## config.mk

```make
export PLATFORM = sky130hd
export DESIGN_NAME = vend_sequencer_flat
export DESIGN_NICKNAME = d
export VERILOG_FILES = /design/src/rtl/vend_pkg.sv /design/src/rtl/vend_sequencer_if.sv /design/src/rtl/vend_sequencer_btn_cond.sv /design/src/rtl/vend_sequencer.sv /design/src/flat_wrapper.sv
export SDC_FILE = /design/constraint.sdc
export NUM_CORES = 1
export LEC_CHECK = 0
export ABC_AREA = 1
export CAP_MARGIN = 20
export CORE_UTILIZATION = 40
export CTS_CLUSTER_SIZE = 30
export DETAILED_ROUTE_END_ITERATION = 12
export GPL_ROUTABILITY_DRIVEN = 0
export PLACE_DENSITY = 0.67
export SYNTH_ARGS = -nofsm -noshare
export SYNTH_HDL_FRONTEND = slang
export SYNTH_SLANG_ARGS = --single-unit
```

## constraint.sdc

```tcl
create_clock -name clk -period 2.6 [get_ports clk]
set_clock_uncertainty 0.2 [all_clocks]
set_input_delay 0.26 -clock clk [delete_from_list [all_inputs] [get_ports clk]]
set_output_delay 0.26 -clock clk [all_outputs]
set_load 0.02 [all_outputs]
```

## src/rtl/vend_pkg.sv

```systemverilog
// Shared types and constants for the vending machine sequencer.
// Holds the controller state encoding, coin/change denominations and the
// product price table.
package vend_pkg;

    typedef enum logic [1:0] {
        IDLE    = 2'd0,
        COLLECT = 2'd1,
        VEND    = 2'd2,
        CHANGE  = 2'd3
    } vend_state_e;

    localparam int COIN_100_VAL = 100;
    localparam int COIN_500_VAL = 500;
    localparam int CHANGE_UNIT  = 100;

    // Price of each product slot, in currency units.
    function automatic logic [10:0] price_of(input logic [1:0] item);
        logic [10:0] p;
        case (item)
            2'd0:    p = 11'd300;
            2'd1:    p = 11'd500;
            2'd2:    p = 11'd700;
            2'd3:    p = 11'd1200;
            default: p = 11'd1200;
        endcase
        return p;
    endfunction

endpackage

```

## src/rtl/vend_sequencer_if.sv

```systemverilog
// Board-side bundle of the vending sequencer: raw buttons and switches in,
// credit display and actuator pulses out.
// The master side is the board and panel, and the slave side is the sequencer.
interface vend_sequencer_if #(
    parameter int CREDIT_W = 11
);
    logic                coin_100;
    logic                coin_500;
    logic                cancel;
    logic                sel_valid;
    logic [1:0]          sel_item;
    logic [CREDIT_W-1:0] credit;
    logic                dispense;
    logic [1:0]          item_out;
    logic                change_100;
    logic                coin_reject;
    logic                insufficient;
    logic                busy;

    modport master (
        output coin_100, coin_500, cancel, sel_valid, sel_item,
        input  credit, dispense, item_out, change_100, coin_reject, insufficient, busy
    );

    modport slave (
        input  coin_100, coin_500, cancel, sel_valid, sel_item,
        output credit, dispense, item_out, change_100, coin_reject, insufficient, busy
    );
endinterface

```

## src/rtl/vend_sequencer_btn_cond.sv

```systemverilog
// Button conditioner: a two-flop synchroniser, an optional debounce stage,
// and a registered rising-edge detector.
// Each press produces exactly one single-cycle event.
// Optional feature macro: DEBOUNCE_EN. When it is defined, the synchronised
// level must hold for DEBOUNCE_CYC cycles before it is accepted.
module btn_cond
`ifdef DEBOUNCE_EN
#(
    parameter int DEBOUNCE_CYC = 16
)
`endif
(
    input  logic clk,
    input  logic reset,
    input  logic btn,
    output logic evt
);
    logic sync1_r;
    logic sync2_r;
    logic level_s;
    logic prev_r;
    logic evt_r;

    // Bring the raw button into the clock domain
    always_ff @(posedge clk or negedge reset) begin
        if (!reset) begin
            sync1_r <= 1'b0;
            sync2_r <= 1'b0;
        end else begin
            sync1_r <= btn;
            sync2_r <= sync1_r;
        end
    end

`ifdef DEBOUNCE_EN
    localparam int CNT_W = $clog2(DEBOUNCE_CYC + 1);
    logic [CNT_W-1:0] cnt_r;
    logic             stable_r;

    // Accept a new level only after it has held for DEBOUNCE_CYC cycles
    always_ff @(posedge clk or negedge reset) begin
        if (!reset) begin
            cnt_r    <= '0;
            stable_r <= 1'b0;
        end else if (sync2_r == stable_r) begin
            cnt_r    <= '0;
        end else if (cnt_r == CNT_W'(DEBOUNCE_CYC - 1)) begin
            cnt_r    <= '0;
            stable_r <= sync2_r;
        end else begin
            cnt_r    <= cnt_r + {{(CNT_W-1){1'b0}}, 1'b1};
        end
    end

    assign level_s = stable_r;
`else
    assign level_s = sync2_r;
`endif

    // Turn each rising edge of the conditioned level into a single-cycle event
    always_ff @(posedge clk or negedge reset) begin
        if (!reset) begin
            prev_r <= 1'b0;
            evt_r  <= 1'b0;
        end else begin
            prev_r <= level_s;
            evt_r  <= level_s & ~prev_r;
        end
    end

    assign evt = evt_r;
endmodule

```

## src/rtl/vend_sequencer.sv

```systemverilog
// Vending machine sequencer.
// It conditions the panel buttons, accumulates credit and checks the price
// of the selected product. It then pulses the dispenser and returns change
// in 100-unit pulses.
// Optional feature macro: DEBOUNCE_EN, which enables button debouncing in btn_cond.
module vend_sequencer
    import vend_pkg::*;
#(
    parameter int CREDIT_W     = 11,
    parameter int MAX_CREDIT   = 1500,
    parameter int CHANGE_GAP   = 4,
    parameter int DEBOUNCE_CYC = 16
)(
    input  logic           clk,
    input  logic           reset,
    vend_sequencer_if.slave bus
);
    localparam int                  GAP_W      = (CHANGE_GAP > 2) ? $clog2(CHANGE_GAP) : 1;
    localparam logic [GAP_W-1:0]    GAP_RELOAD = GAP_W'(CHANGE_GAP - 1);
    localparam logic [CREDIT_W-1:0] UNIT       = CREDIT_W'(CHANGE_UNIT);
    localparam logic [CREDIT_W:0]   MAX_C      = (CREDIT_W+1)'(MAX_CREDIT);

    logic c100_ev_s, c500_ev_s, cancel_ev_s, sel_ev_s;

`ifdef DEBOUNCE_EN
    btn_cond #(.DEBOUNCE_CYC(DEBOUNCE_CYC)) u_c100   (.clk(clk), .reset(reset), .btn(bus.coin_100),  .evt(c100_ev_s));
    btn_cond #(.DEBOUNCE_CYC(DEBOUNCE_CYC)) u_c500   (.clk(clk), .reset(reset), .btn(bus.coin_500),  .evt(c500_ev_s));
    btn_cond #(.DEBOUNCE_CYC(DEBOUNCE_CYC)) u_cancel (.clk(clk), .reset(reset), .btn(bus.cancel),    .evt(cancel_ev_s));
    btn_cond #(.DEBOUNCE_CYC(DEBOUNCE_CYC)) u_sel    (.clk(clk), .reset(reset), .btn(bus.sel_valid), .evt(sel_ev_s));
`else
    btn_cond u_c100   (.clk(clk), .reset(reset), .btn(bus.coin_100),  .evt(c100_ev_s));
    btn_cond u_c500   (.clk(clk), .reset(reset), .btn(bus.coin_500),  .evt(c500_ev_s));
    btn_cond u_cancel (.clk(clk), .reset(reset), .btn(bus.cancel),    .evt(cancel_ev_s));
    btn_cond u_sel    (.clk(clk), .reset(reset), .btn(bus.sel_valid), .evt(sel_ev_s));
`endif

    vend_state_e         state_r, state_nxt_s;
    logic [CREDIT_W-1:0] credit_r, credit_nxt_s;
    logic [1:0]          item_r, item_nxt_s;
    logic [GAP_W-1:0]    gap_r, gap_nxt_s;
    logic                dispense_r, change_r, reject_r, insuff_r, busy_r;
    logic                dispense_s, change_s, reject_s, insuff_s, busy_s;

    logic [CREDIT_W:0]   coin_val_s, sum_s, price_s;
    logic                coin_hit_s, coin_fit_s, sel_ok_s, credit_nz_s;

    // Arithmetic shared by both FSM processes (sums kept one bit wider so nothing wraps)
    always_comb begin
        if (c500_ev_s) begin
            coin_val_s = (CREDIT_W+1)'(COIN_500_VAL);
        end else if (c100_ev_s) begin
            coin_val_s = (CREDIT_W+1)'(COIN_100_VAL);
        end else begin
            coin_val_s = '0;
        end
        coin_hit_s  = c500_ev_s | c100_ev_s;
        sum_s       = {1'b0, credit_r} + coin_val_s;
        coin_fit_s  = coin_hit_s && (sum_s <= MAX_C);
        price_s     = (CREDIT_W+1)'(price_of(bus.sel_item));
        sel_ok_s    = (price_s <= {1'b0, credit_r});
        credit_nz_s = (credit_r != '0);
    end

    // State register
    always_ff @(posedge clk or negedge reset) begin
        if (!reset) begin
            state_r <= IDLE;
        end else begin
            state_r <= state_nxt_s;
        end
    end

    // Next-state logic: coins take priority over cancel, and cancel over select
    always_comb begin
        state_nxt_s = state_r;
        case (state_r)
            IDLE: begin
                if (coin_fit_s) begin
                    state_nxt_s = COLLECT;
                end else begin
                    state_nxt_s = IDLE;
                end
            end
            COLLECT: begin
                if (coin_hit_s) begin
                    state_nxt_s = COLLECT;
                end else if (cancel_ev_s && credit_nz_s) begin
                    state_nxt_s = CHANGE;
                end else if (sel_ev_s && sel_ok_s) begin
                    state_nxt_s = VEND;
                end else begin
                    state_nxt_s = COLLECT;
                end
            end
            VEND: begin
                if (credit_nz_s) begin
                    state_nxt_s = CHANGE;
                end else begin
                    state_nxt_s = IDLE;
                end
            end
            CHANGE: begin
                if (!credit_nz_s) begin
                    state_nxt_s = IDLE;
                end else begin
                    state_nxt_s = CHANGE;
                end
            end
            default: state_nxt_s = IDLE;
        endcase
    end

    // Next values of the registered outputs, aligned with the state being entered
    always_comb begin
        credit_nxt_s = credit_r;
        item_nxt_s   = item_r;
        gap_nxt_s    = gap_r;
        dispense_s   = 1'b0;
        change_s     = 1'b0;
        reject_s     = 1'b0;
        insuff_s     = 1'b0;
        busy_s       = (state_nxt_s == VEND) || (state_nxt_s == CHANGE);
        case (state_r)
            IDLE, COLLECT: begin
                if (coin_hit_s) begin
                    // With both coins at once the 100 is always the one refused
                    reject_s = ~coin_fit_s | (c500_ev_s & c100_ev_s);
                    if (coin_fit_s) begin
                        credit_nxt_s = sum_s[CREDIT_W-1:0];
                    end else begin
                        credit_nxt_s = credit_r;
                    end
                end else if ((state_r == COLLECT) && cancel_ev_s && credit_nz_s) begin
                    change_s     = 1'b1;
                    credit_nxt_s = credit_r - UNIT;
                    gap_nxt_s    = GAP_RELOAD;
                end else if ((state_r == COLLECT) && sel_ev_s) begin
                    if (sel_ok_s) begin
                        dispense_s   = 1'b1;
                        item_nxt_s   = bus.sel_item;
                        credit_nxt_s = credit_r - price_s[CREDIT_W-1:0];
                    end else begin
                        insuff_s     = 1'b1;
                    end
                end else begin
                    credit_nxt_s = credit_r;
                end
            end
            VEND: begin
                reject_s = coin_hit_s;
                if (credit_nz_s) begin
                    change_s     = 1'b1;
                    credit_nxt_s = credit_r - UNIT;
                    gap_nxt_s    = GAP_RELOAD;
                end else begin
                    credit_nxt_s = credit_r;
                end
            end
            CHANGE: begin
                reject_s = coin_hit_s;
                if (credit_nz_s && (gap_r == '0)) begin
                    change_s     = 1'b1;
                    credit_nxt_s = credit_r - UNIT;
                    gap_nxt_s    = GAP_RELOAD;
                end else if (credit_nz_s) begin
                    gap_nxt_s    = gap_r - {{(GAP_W-1){1'b0}}, 1'b1};
                end else begin
                    gap_nxt_s    = gap_r;
                end
            end
            default: begin
                credit_nxt_s = credit_r;
            end
        endcase
    end

    // Output and datapath registers
    always_ff @(posedge clk or negedge reset) begin
        if (!reset) begin
            credit_r   <= '0;
            item_r     <= 2'd0;
            gap_r      <= '0;
            dispense_r <= 1'b0;
            change_r   <= 1'b0;
            reject_r   <= 1'b0;
            insuff_r   <= 1'b0;
            busy_r     <= 1'b0;
        end else begin
            credit_r   <= credit_nxt_s;
            item_r     <= item_nxt_s;
            gap_r      <= gap_nxt_s;
            dispense_r <= dispense_s;
            change_r   <= change_s;
            reject_r   <= reject_s;
            insuff_r   <= insuff_s;
            busy_r     <= busy_s;
        end
    end

    assign bus.credit       = credit_r;
    assign bus.item_out     = item_r;
    assign bus.dispense     = dispense_r;
    assign bus.change_100   = change_r;
    assign bus.coin_reject  = reject_r;
    assign bus.insufficient = insuff_r;
    assign bus.busy         = busy_r;
endmodule

```

## src/flat_wrapper.sv

```systemverilog
// flat-port wrapper written by rule: the top's interface ports become plain ports
module vend_sequencer_flat import vend_pkg::*;
#(
    parameter int CREDIT_W     = 11,
    parameter int MAX_CREDIT   = 1500,
    parameter int CHANGE_GAP   = 4,
    parameter int DEBOUNCE_CYC = 16
)
  (clk, reset, bus_coin_100, bus_coin_500, bus_cancel, bus_sel_valid, bus_sel_item, bus_credit, bus_dispense, bus_item_out, bus_change_100, bus_coin_reject, bus_insufficient, bus_busy);
  vend_sequencer_if #(.CREDIT_W(CREDIT_W)) bus_i ();
  input  logic clk;
  input  logic reset;
  input wire logic [$bits(bus_i.coin_100)-1:0] bus_coin_100;
  input wire logic [$bits(bus_i.coin_500)-1:0] bus_coin_500;
  input wire logic [$bits(bus_i.cancel)-1:0] bus_cancel;
  input wire logic [$bits(bus_i.sel_valid)-1:0] bus_sel_valid;
  input wire logic [$bits(bus_i.sel_item)-1:0] bus_sel_item;
  output wire logic [$bits(bus_i.credit)-1:0] bus_credit;
  output wire logic [$bits(bus_i.dispense)-1:0] bus_dispense;
  output wire logic [$bits(bus_i.item_out)-1:0] bus_item_out;
  output wire logic [$bits(bus_i.change_100)-1:0] bus_change_100;
  output wire logic [$bits(bus_i.coin_reject)-1:0] bus_coin_reject;
  output wire logic [$bits(bus_i.insufficient)-1:0] bus_insufficient;
  output wire logic [$bits(bus_i.busy)-1:0] bus_busy;
  assign bus_i.coin_100 = bus_coin_100;
  assign bus_i.coin_500 = bus_coin_500;
  assign bus_i.cancel = bus_cancel;
  assign bus_i.sel_valid = bus_sel_valid;
  assign bus_i.sel_item = bus_sel_item;
  assign bus_credit = bus_i.credit;
  assign bus_dispense = bus_i.dispense;
  assign bus_item_out = bus_i.item_out;
  assign bus_change_100 = bus_i.change_100;
  assign bus_coin_reject = bus_i.coin_reject;
  assign bus_insufficient = bus_i.insufficient;
  assign bus_busy = bus_i.busy;
  vend_sequencer #(.CREDIT_W(CREDIT_W), .MAX_CREDIT(MAX_CREDIT), .CHANGE_GAP(CHANGE_GAP), .DEBOUNCE_CYC(DEBOUNCE_CYC)) u_core (.clk(clk), .reset(reset), .bus(bus_i));
endmodule
```

======== Word-level counts from Yosys, hierarchy flattened ========
Cells that the tools add are included.
cells by class
  muxes and demuxes ....................... 40
  order comparisons ....................... 2
  div/mod/pow operators ................... 0
  bitwise operators ....................... 14
  reductions and logical operators ........ 17
  equality and inequality tests ........... 16
  $mul .................................... 0
  shift-type cells ........................ 0
  add/sub/neg operators ................... 4
operator list
  kind                                                              number
  2-to-1 mux 11 bit                                                 7
  case mux 11 bit (4 select lines)                                  1
  case mux 11 bit (3 select lines)                                  1
  2-to-1 mux 2 bit                                                  9
  2-to-1 mux 1 bit                                                  16
  adder 11 x 9 -> 12 bit                                            1
  equality test 2 bit, second input constant                        6
  less-or-equal comparator 12 x 11 -> 1 bit, second input constant  1
  case mux 2 bit (3 select lines)                                   2
  less-or-equal comparator 11 bit                                   1
  nonzero test 11 bit                                               1
  subtractor 11 bit                                                 1
  subtractor 11 x 7 -> 11 bit, second input constant                1
  AND reduction 5 bit                                               2
  2-to-1 mux 9 bit                                                  1
  != test 4 x 1 -> 1 bit, second input constant                     2
  logical AND 1 bit                                                 7
  2-to-1 mux 7 bit                                                  1
  inverter 1 bit                                                    7
  zero test 2 bit                                                   3
  != test 2 x 1 -> 1 bit, second input constant                     3
  AND 1 bit                                                         5
  equality test 2 x 1 -> 1 bit, second input constant               2
  AND reduction 4 bit                                               1
  9 further kinds                                                   11
storage, ports and cells
  memories ................................ 0
  memory bits (writable) .................. 0
  input bits .............................. 8
  output and inout bits ................... 18
  bits in read-only memories .............. 0
  bits in latches ......................... 0
  bits in registers ....................... 38

======== Depth between registers and ports, before layout ========
Gate-level depths: netlist (run 1).
  word-level depth ........................ 10
  gate-level depth with buffers ........... 17
  gate-level depth less buffers ........... 16

======== Cells and area by module ========
From an unflattened synthesis (run 1), not the netlist that was laid out.
unflattened totals
  cells, all modules ...................... 397
  area, all modules ....................... 2796.4 µm²
modules (own cells, without submodules)
  module          seq. area each (µm²)  instances  cells each  area an instance (µm²)
  vend_sequencer  500.5                 1          373         2356.0
  btn_cond        100.1                 4          6           110.1

======== Least setup slack after synthesis (run 1) ========
Ideal clock, no wire load.
  path type ............................... reg2reg
  start point ............................. register u_core.u_c500.evt_r (netlist: u_core.u_c500.evt)
  end point ............................... register u_core.credit_r[3] (netlist: u_core.bus.credit[3])
  data arrival time ....................... 2113 ps
  data required time ...................... 2282 ps
  slack ................................... 168 ps
  cell stages (with the launch flop) ...... 17
  library setup time ...................... 118 ps
  cell sequence ........................... dfrtp_1 or2_0 buf_2 ha_1 ha_1 nand3_1 nand3_1 nand2_1 nand2_1 nand2_1 nand2_1 a21oi_1 nand2_2 nand2_4 nand2_8 nand2_1 nand2_1
on the way
  longest elaborated chain between the ends .. 6
ends and longest elaborated chain
  what                                       line                           source
  start: declaration                         vend_sequencer_btn_cond.sv:22  logic evt_r;
  start signal: assignment                   vend_sequencer_btn_cond.sv:67  evt_r <= level_s & ~prev_r;
  2-to-1 mux 9 bit                           vend_sequencer.sv:49           if (c500_ev_s) begin
  adder 11 x 9 -> 12 bit                     vend_sequencer.sv:57           sum_s = {1'b0, credit_r} + coin_val_s;
  less-or-equal comparator 12 x 11 -> 1 bit  vend_sequencer.sv:58           coin_fit_s = coin_hit_s && (sum_s <= MAX_C);
  logical AND 1 bit                          vend_sequencer.sv:58
  != test 3 bit (no line)                    --
  AND reduction 5 bit (no line)              --
  end signal: assignment                     vend_sequencer.sv:189          credit_r <= credit_nxt_s;
  end: declaration                           vend_sequencer.sv:38           logic [CREDIT_W-1:0] credit_r, credit_nxt_s;
Several ways; a longest one is shown, not always the timed one. The select of a mux whose other input is x is not followed.
A chain may end at the register's enable or synchronous reset.

======== Final worst setup path (run 1) ========
  start point ............................. register u_core.u_c500.evt_r (netlist: u_core.u_c500.evt)
  end point ............................... register u_core.credit_r[9] (netlist: u_core.bus.credit[9])
Same word-level chain as after synthesis.

==> flow_summary.toml, run 1 <==
[status]
status = "finished clean"

[floorplanning]
die_x_um = 82.6
core_mm2 = 0.00631
dieArea_mm2 = 0.00683
num_io_pins = 26
die_h_um = 82.6
start_util = 0.412
row_count = 29

[worst_setup_path]
critPathMaxFanout = 6
critical_path_arrival_ps = 2500
crit_family = "simple AND/OR/NAND/NOR gates"
worst-path-buf-inv = 0
crit_type = "reg -> reg"
critPathCaptureType = "flop"
worst_setup_path_start_kind = "flop"
cpPeakStageDelay_ps = 410
path_cells = "or2_4 -> ha_4 -> nand2_1 -> nor2_1 -> nand2_2 -> nand3_1 -> nand2_1 -> nor2_1 -> nand3_1 -> nand2_2 -> nand2_4 -> nand2_4 -> nand2_1 -> nand2_1"
worstPathRequired_ps = 2640
cpMaxStageDelayCell = "dfrtp_1"
critPathMostFrequentCell = "nand2_1"

[cells_and_area]
drive_gt1_frac = 0.188
area_growth_pct = 26.2
fin_cells = 487
nNetsFinal = 436
nFillCells = 604
antenna_cells = 0

[global_routing]
grt_pass1_vias = 2357
antenna_found_initial = 0
grt_first_pass_wirelength_um = 10600
grt_overflow = 0
grt_max_degree = 37
grt_use_total = 0.207

[synth]
synth_common_cells = "nand2_1, inv_1, dfrtp_1"
avgSynthCellArea_um2 = 7.29
synth_top_area_share = 0.346
postSynthCellCount = 357
seq_area_frac_synth = 0.346
yosys-top-cells-area = "dfrtp_1, nand2_1, ha_1"
synth_top_flop_cell = "dfrtp_1"
post-synth-top-area-cell = "dfrtp_1"
yosysWarningCount = 0
yosysMostFrequentCell = "nand2_1"
synth-seq-cells = 36
netlist_area_mm2 = 0.00260
synthDistinctLibCells = 41
synthArstFlopShare = 1.00
synth-edff-count = 0

[power_and_ir_drop]
power-per-cell-area_mw_per_mm2 = 1230
p_total_uw = 4030
vdd_ir_drop_max_mv = 0.826
leakage_uw = 0.00169

[timing]
clock.fmax_mhz = 406
period_share = 0.948
final-hold-violation-count = 0
slew_headroom = 0.476
worst_pin_slew_ps = 786
min_period_ps = 2460
finalSetupViolCount = 0
grt_setup_unrepaired = "yes"
slew_viol_final = 0

[drt]
routed_via_density = 5.06
antenna_left = 0
drc = 0
totalWireLength_um = 6420
drt-wirelength-per-cell_um = 13.2
vias = 2465
dr.pass1.iters = 4
drtIter0Drc = 75

[clock_network]
cts_made_buffers = 5
ctsRootBufferMaster = "clkbuf_8"
cts_tree = "yes"
htree_levels = 2
cts_buffer_depth = 2
clk_latency_ps = 290
cts.sinks = 36
clk_pin_slew_ps = 80

[placed_design]
dp.cells = 475
port_buffers = 23
place_hpwl_um = 4890

[flow_run]
maxCapViolCount = 0

[min_path]
hold_class = "reg -> reg"
-- cells in the final DEF (no fill, tap or decap), drive strengths merged --
cell,synthesis,routed
nand2,117,119
inv,48,49
nand3,37,37
dfrtp,36,36
nor2,34,34
buf,3,23
clkdlybuf4s50,0,22
ha,18,18
a21oi,17,17
o21ai,12,12
xor2,6,6
clkbuf,1,5
nand4,4,4
nor3,4,4
a31oi,3,3
a31o,2,2
o211ai,2,2
a41oi,2,2
conb,1,2
or2,2,2
a21boi,2,2
xnor2,1,1
clkinv,1,1
o21bai,1,1
or3,1,1
o22ai,1,1
fa,1,1
bufinv,0,1
clkinvlp,0,1
dlygate4sd3,0,1
-- timing repair --
| item | CTS | global route |
|---|---|---|
| hold endpoints to repair | 36 | 0 |
| hold buffers | 1 | 0 |
| setup buffers | 0 | 1 |
| setup endpoints to repair | 9 | 10 |
| pin swaps | 0 | 7 |
| resized for setup | 3 | 12 |
| cloned | 1 | 1 |
-- through the flow --
step           TNS, ps  worst slack [ps]  hold slack (ps)  utilization  instance area [um^2]
6_report             0               135              160        0.520                  3280
5_1_grt           -167             -26.3              174        0.520                  3280
4_1_cts              0              31.0              162        0.508                  3210
3_5_place_dp     -70.8             -55.1              136        0.485                  3060
3_3_place_gp     -19.7             -19.7              133        0.485                  3060
2_1_floorplan        0               168             -236            -                  2610
-- kinds of logic (layout without fill, tap and decap cells) --
logic type	after synthesis	in the layout	synth area share
buffers and inverters	53	103	0.0818
DFF	36	36	0.346
xor gates and xnor gates	7	7	0.0236
adders and majority gates	19	19	0.0943
other	1	2	0.00144
and+or+nand+nor	199	201	0.352
AOI/OAI and AO/OA	42	42	0.101
-- final timing paths --
| kind | from | end | slack, ps | cells past startpoint |
|---|---|---|---|---|
| min | u_core.u_cancel.sync1_r | u_core.u_cancel.level_s | 160 | 0 |
| max reg2reg | u_core.u_c500.evt | u_core.bus.credit[9] | 140 | 14 |
| max in group asynchronous | reset | u_core.u_sel.evt | 1310 | 2 |
| min reg2reg | u_core.u_cancel.sync1_r | u_core.u_cancel.level_s | 160 | 0 |
| max | u_core.u_c500.evt | u_core.bus.credit[9] | 140 | 14 |
| min in group asynchronous | reset | u_core.bus.item_out[1] | 370 | 2 |
-- registers in the layout, indices dropped and copies added, names as in the netlist, 2 cells and up --
signal,count
u_core.bus.item_out,2
u_core.state_r,2
u_core.bus.credit,9
u_core.gap_r,2
-- worst register-to-register path, delay by kind of cell (launching register included) --
family                     cells  cell delay (ps)
and+or+nand+nor               13             1490
DFF                            1              410
adders and majority gates      1              310
-- routing by layer --
layer / vias to the layer above / wire length (um) / GRT usage
met5: - / 0 / 0
met4: 0 / 106 / 0.0741
met3: 10 / 318 / 0.0341
met2: 69 / 3170 / 0.357
met1: 1135 / 2830 / 0.258
li1: 1251 / - / -
-- power by group --
part,internal [uW],total (uW),switching (uW)
clock,289,509,220
sequential,707,866,159
combinational,1100,2650,1560
-- final cells by class --
class / count / area [um^2] / share of cell area
clock buffers: 5 / 68.8 / 0.0210
clock inverters: 3 / 46.3 / 0.0141
inverters: 49 / 189 / 0.0575
multi-input cells: 271 / 1580 / 0.482
flip-flops and latches: 36 / 901 / 0.274
well taps: 77 / 96.3 / 0.0293
repair buffers: 46 / 400 / 0.122
Note: power is estimated with default switching activity, not from simulation.
==> run 2, diff against run 1 <==
--- a/config.mk
+++ b/config.mk
@@ -6,6 +6,7 @@
 export NUM_CORES = 1
 export LEC_CHECK = 0
 export ABC_AREA = 1
+export ABC_CLOCK_PERIOD_IN_PS = 2600
 export CAP_MARGIN = 20
 export CORE_UTILIZATION = 40
 export CTS_CLUSTER_SIZE = 30
==> results of run 2 <==
Final layout, timing and power as in run 1 (identical DEF).
